===== config.mk =====
export PLATFORM = sky130hd
export DESIGN_NAME = mac_seq
export DESIGN_NICKNAME = d
export VERILOG_FILES = /design/src/rtl/ann_fxp_pkg.sv /design/src/rtl/fxp_mul.sv /design/src/rtl/mac_seq.sv
export SDC_FILE = /design/constraint.sdc
export NUM_CORES = 2
export LEC_CHECK = 0
export CAP_MARGIN = 30
export CORE_ASPECT_RATIO = 1.75
export CORE_UTILIZATION = 55
export CTS_CLUSTER_SIZE = 16
export DETAILED_ROUTE_END_ITERATION = 12
export PLACE_DENSITY = 0.72
export REMOVE_ABC_BUFFERS = 1
export SETUP_SLACK_MARGIN = 0.05
export SLEW_MARGIN = 20
export SYNTH_ARGS = -nofsm -noshare
export SYNTH_HDL_FRONTEND = slang
export SYNTH_SLANG_ARGS = --single-unit

===== constraint.sdc =====
create_clock -name clk -period 4.6 [get_ports clk]
set_input_delay 0.46 -clock clk [delete_from_list [all_inputs] [get_ports clk]]
set_output_delay 0.46 -clock clk [all_outputs]
set_load 0.03 [all_outputs]

===== src/rtl/ann_fxp_pkg.sv =====
// Shared fixed-point defaults, saturation limits and MAC state encoding.
package ann_fxp_pkg;

    localparam int DEF_DWIDTH = 32;
    localparam int DEF_FRAC   = 24;

    localparam logic signed [DEF_DWIDTH-1:0] FXP_MAX = {1'b0, {(DEF_DWIDTH-1){1'b1}}};
    localparam logic signed [DEF_DWIDTH-1:0] FXP_MIN = {1'b1, {(DEF_DWIDTH-1){1'b0}}};

    typedef enum logic [1:0] {
        IDLE = 2'd0,
        ACC  = 2'd1,
        DONE = 2'd2
    } state_t;

endpackage


===== src/rtl/fxp_mul.sv =====
// Combinational signed fixed-point multiply: full product, arithmetic shift by FRAC,
// then wrap to DWIDTH, or saturate first when MAC_SAT_EN is defined.
module fxp_mul
    import ann_fxp_pkg::*;
#(
    parameter int DWIDTH = DEF_DWIDTH,
    parameter int FRAC   = DEF_FRAC
) (
    input  logic signed [DWIDTH-1:0] x,
    input  logic signed [DWIDTH-1:0] w,
    output logic signed [DWIDTH-1:0] prod
);

    logic signed [2*DWIDTH-1:0] x_ext;
    logic signed [2*DWIDTH-1:0] w_ext;
    logic signed [2*DWIDTH-1:0] full;
    logic signed [2*DWIDTH-1:0] shifted;

    assign x_ext   = {{DWIDTH{x[DWIDTH-1]}}, x};
    assign w_ext   = {{DWIDTH{w[DWIDTH-1]}}, w};
    assign full    = x_ext * w_ext;
    // Arithmetic shift truncates toward minus infinity.
    assign shifted = full >>> FRAC;

`ifdef MAC_SAT_EN
    localparam logic signed [2*DWIDTH-1:0] WIDE_MAX = {{(DWIDTH+1){1'b0}}, {(DWIDTH-1){1'b1}}};
    localparam logic signed [2*DWIDTH-1:0] WIDE_MIN = {{(DWIDTH+1){1'b1}}, {(DWIDTH-1){1'b0}}};

    always_comb begin
        prod = shifted[DWIDTH-1:0];
        if (shifted > WIDE_MAX) begin
            prod = {1'b0, {(DWIDTH-1){1'b1}}};
        end else if (shifted < WIDE_MIN) begin
            prod = {1'b1, {(DWIDTH-1){1'b0}}};
        end
    end
`else
    logic unused_high;
    assign unused_high = ^shifted[2*DWIDTH-1:DWIDTH];
    assign prod        = shifted[DWIDTH-1:0];
`endif

endmodule


===== src/rtl/mac_seq.sv =====
// Sequential fixed-point MAC: accumulates NIN x*w products, pulses out_valid once.
// Optional MAC_SAT_EN saturates the product and the accumulation instead of wrapping.
module mac_seq
    import ann_fxp_pkg::*;
#(
    parameter int DWIDTH = DEF_DWIDTH,
    parameter int FRAC   = DEF_FRAC,
    parameter int NIN    = 4,
    parameter int CNTW   = 8
) (
    input  logic                     clk,
    input  logic                     rst,
    input  logic                     start,
    input  logic                     in_valid,
    output logic                     in_ready,
    input  logic signed [DWIDTH-1:0] x,
    input  logic signed [DWIDTH-1:0] w,
    output logic signed [DWIDTH-1:0] acc_out,
    output logic                     out_valid,
    output logic                     busy,
    output state_t                   fsm_state
);

    localparam logic [CNTW-1:0] LAST_CNT = CNTW'(NIN - 1);

    // Handshake: a pair transfers on a rising edge where in_valid && in_ready;
    // in_ready is a pure decode of the registered state, so it never depends on in_valid.
    state_t                   state_q;
    state_t                   next_state;
    logic        [CNTW-1:0]   count;
    logic signed [DWIDTH-1:0] acc;
    logic signed [DWIDTH-1:0] acc_next;
    logic signed [DWIDTH-1:0] prod;
    logic                     accept;
    logic                     run_start;

    fxp_mul #(.DWIDTH(DWIDTH), .FRAC(FRAC)) u_mul (
        .x    (x),
        .w    (w),
        .prod (prod)
    );

    assign accept    = (state_q == ACC) && in_valid;
    assign run_start = ((state_q == IDLE) || (state_q == DONE)) && start;

`ifdef MAC_SAT_EN
    logic signed [DWIDTH:0] sum_ext;
    assign sum_ext = {acc[DWIDTH-1], acc} + {prod[DWIDTH-1], prod};

    always_comb begin
        acc_next = sum_ext[DWIDTH-1:0];
        if (sum_ext[DWIDTH] != sum_ext[DWIDTH-1]) begin
            acc_next = sum_ext[DWIDTH] ? {1'b1, {(DWIDTH-1){1'b0}}}
                                       : {1'b0, {(DWIDTH-1){1'b1}}};
        end
    end
`else
    assign acc_next = acc + prod;
`endif

    always_ff @(posedge clk or negedge rst) begin
        if (!rst) begin
            state_q <= IDLE;
        end else begin
            state_q <= next_state;
        end
    end

    always_comb begin
        next_state = state_q;
        case (state_q)
            IDLE:    if (start) next_state = ACC;
            ACC:     if (in_valid && (count == LAST_CNT)) next_state = DONE;
            DONE:    next_state = start ? ACC : IDLE;
            default: next_state = IDLE;
        endcase
    end

    always_ff @(posedge clk or negedge rst) begin
        if (!rst) begin
            acc   <= '0;
            count <= '0;
        end else if (run_start) begin
            acc   <= '0;
            count <= '0;
        end else if (accept) begin
            acc   <= acc_next;
            count <= count + CNTW'(1);
        end
    end

    assign acc_out   = acc;
    assign in_ready  = (state_q == ACC);
    assign busy      = (state_q == ACC);
    assign out_valid = (state_q == DONE);
    assign fsm_state = state_q;

endmodule


==> Implementation_results.wiki <==
{| class="wikitable"
! Metric !! Value
|-
| Effective utilization at floorplan || 55.7%
|-
| Nature of the critical path startpoint || input pin
|-
| Met3 demand-to-capacity share in global routing || 7.59%
|-
| Shortest period the worst path allows || 9.31 ns
|-
| Crit path max-delay cell type || fa_1
|-
| Antenna Violating Nets Remaining || 0
|-
| Critical path start-end classification || in -> reg
|-
| Global Route met2 Usage || 66.2%
|-
| Violated checks || setup timing
|-
| Number of antenna violations at the first check in global routing || 9
|-
| Number of clock buffers inserted by TritonCTS || 5
|-
| Final weighted congestion in routability-driven placement || 0.955
|-
| CP required || 4.75 ns
|-
| Synth Cell Area || 35800 um2
|-
| Commonest non-fill, non-tap cell in the layout || fa_1
|-
| DP HPWL || 89200 um
|-
| Worst clock skew || 0.0120 ns
|-
| EDFF count, synth || 0
|-
| Overflow after GRT || 0
|-
| Cells after synthesis || 3859
|-
| Commonest cells after routing, fill and taps aside || 910 x fa_1, 851 x inv_1, 505 x nand2_1
|-
| Via total after detailed routing || 30200
|-
| Total routed wirelength || 123000 um
|-
| Tcrit/Tclk final || 202%
|-
| Unique masters post-synth || 72
|-
| Number of hold buffers added after cts || 0
|-
| Synthesized area per cell || 9.29 um2
|-
| Share of async-settable or async-resettable flops after synthesis || 100%
|-
| Worst min path class || in -> async
|-
| # DRC || 0
|-
| Setup TNS || -131.41 ns
|-
| Setup repair after global routing missed its margin || yes
|-
| Number of levels in the clock H-tree || 2
|-
| Average vias per placed instance || 5.76
|-
| Overall die height || 340 um
|-
| Max Root-Sink Buffers || 2
|-
| Met1 usage || 36.8%
|-
| CTS tree || built
|-
| Count of synthesis-stage warnings from yosys || 0
|-
| Share of synthesized area occupied by flip-flops and latches || 2.93%
|-
| Highest-utilization routing layer at the global route stage || met2
|-
| Core area || 64300 um2
|-
| CTS root buf || clkbuf_16
|-
| Slowest Stage Delay on Critical Path || 0.57 ns
|-
| Maxcap violations || 0
|-
| Total die area || 66200 um2
|-
| Clk sinks || 42
|-
| Transition time at the pin with the least slew margin || 0.925 ns
|-
| Via count of the first global-routing pass || 33800
|-
| Count of pins on the block boundary || 105
|-
| Crit path arrival time || 9.46 ns
|-
| Horiz. Die Dim || 195 um
|-
| Slew Viols, Final || 0
|-
| Result of the run || finished with violations
|-
| Element type at the critical path end || register
|-
| Final hold violation count || 0
|-
| Global-route wire length before repair || 186000 um
|-
| Tightest slew margin relative to the limit || 38.1%
|-
| Placement row count || 123
|-
| Clock Pin Slew Worst Setup and Hold Paths || 0.07 ns
|-
| Initial DRT Pass Iterations || 8
|-
| Area growth syn-to-layout || 27.6%
|-
| Average wire per cell in the routed design || 23.4 um
|-
| Nets@finish || 5680
|-
| Clk Latency, worst-skew pair || 0.30 ns
|-
| Pin count of the biggest net entering global routing || 50
|-
| Gr usage total || 37.7%
|-
| Final setup fails || 32
|-
| Register bit total from synthesis || 42
|-
| Max Fclk || 107 MHz
|-
| Iteration-0 DRC count of the detailed router || 2064
|-
| Commonest register cell after synthesis || dfrtp_1
|-
| CP Max Fanout || 5
|-
| Input/output buffers || 104
|-
| Setup WS post-layout || -4.71 ns
|-
| Share of final-layout standard cells stronger than drive strength 1 || 24.4%
|}
## kinds of logic after synthesis
kind of cell | share of synthesized area [%]
compound gates | 4.40
simple gates | 17.0
buf+inv | 11.6
xor+xnor | 2.04
fa+ha+maj | 62.0
flops | 2.93
## cell type report
cell class	count	area [um2]
Antenna cell	9	22.5
Clock buffer	5	125
Timing Repair Buffer	764	7740
Inverter	900	3380
Sequential cell	42	1050
Multi-Input combinational cell	2713	32400
Clock inverter	3	23.8
Tap cell	812	1020
Fill cell	4397	18600
## final timing paths
| check | from | to | slack, ns | depth (start not counted) |
|---|---|---|---|---|
| setup / recovery | w[3] | acc_out[15] | -4.71 | 36 |
| hold / removal | rst | acc_out[18] | 0.18 | 1 |
| setup reg to reg | acc_out[1] | acc_out[15] | 1.49 | 12 |
| hold reg to reg | count[7] | count[7] | 0.56 | 2 |
| max in group asynchronous | rst | count[4] | 3.89 | 2 |
| min in group clk | count[7] | count[7] | 0.56 | 2 |
## through the flow
stage          utilization, %  area (um2)  hold slack (ns)  cells  setup WS, ns
6_report                 71.1       45700            0.180   5248         -4.71
3_3_place_gp             64.2       41300            0.531   5031         -5.48
2_1_floorplan               -       35100            0.164   3655         -4.08
3_5_place_dp             64.3       41400            0.519   5032         -5.51
4_1_cts                  69.3       44600            0.203   5197         -4.36
5_1_grt                  71.1       45700            0.208   5241         -4.97
## repair_timing
item / 4_1_cts / 5_1_grt
cloned: 18 / 4
pin swaps: 299 / 209
endpoints found under the setup margin: 32 / 32
resized for setup: 562 / 218
setup buffers: 151 / 48
## routing by layer
layer | share of wire (%) | vias up
met4 | 12 | 6
met3 | 8.1 | 829
met1 | 28 | 15300
met5 | 0.033 | -
li1 | - | 12300
met2 | 51 | 1760
## Yosys cell counts (14+ instances only)
cell type / number / share of area, %
a21oi_1: 63 / 0.88
clkbuf_1: 197 / 2.1
o21ai_1: 16 / 0.22
xnor2_1: 46 / 1.1
nor2_1: 48 / 0.50
dfrtp_1: 42 / 2.9
inv_1: 900 / 9.4
fa_1: 983 / 55
nand2_1: 522 / 5.5
ha_1: 203 / 7.1
nor3_1: 14 / 0.20
a21o_1: 21 / 0.44
nand3_1: 46 / 0.64
and2_1: 495 / 8.6
xor2_1: 35 / 0.86
o21ai_0: 44 / 0.61
nor2b_1: 25 / 0.44
nand2b_1: 17 / 0.30
## registers in the layout, indices dropped and copies added, names as in the netlist
| name | flops |
|---|---|
| acc_out | 32 |
| count | 8 |
| fsm_state | 2 |
## worst max-delay path, delay by kind of cell
| family | cells | cell delay, ns |
|---|---|---|
| buffers and inverters | 10 | 1.30 |
| AND/OR/NAND/NOR | 4 | 0.48 |
| adder cells (fa/ha/maj) | 10 | 4.67 |
| AO/OA/AOI/OAI | 10 | 1.95 |
| XOR/XNOR | 2 | 0.60 |
Power is left out: the tool's default activity adds up to more than one toggle a clock period on the data nets, which glitch-free logic cannot reach.
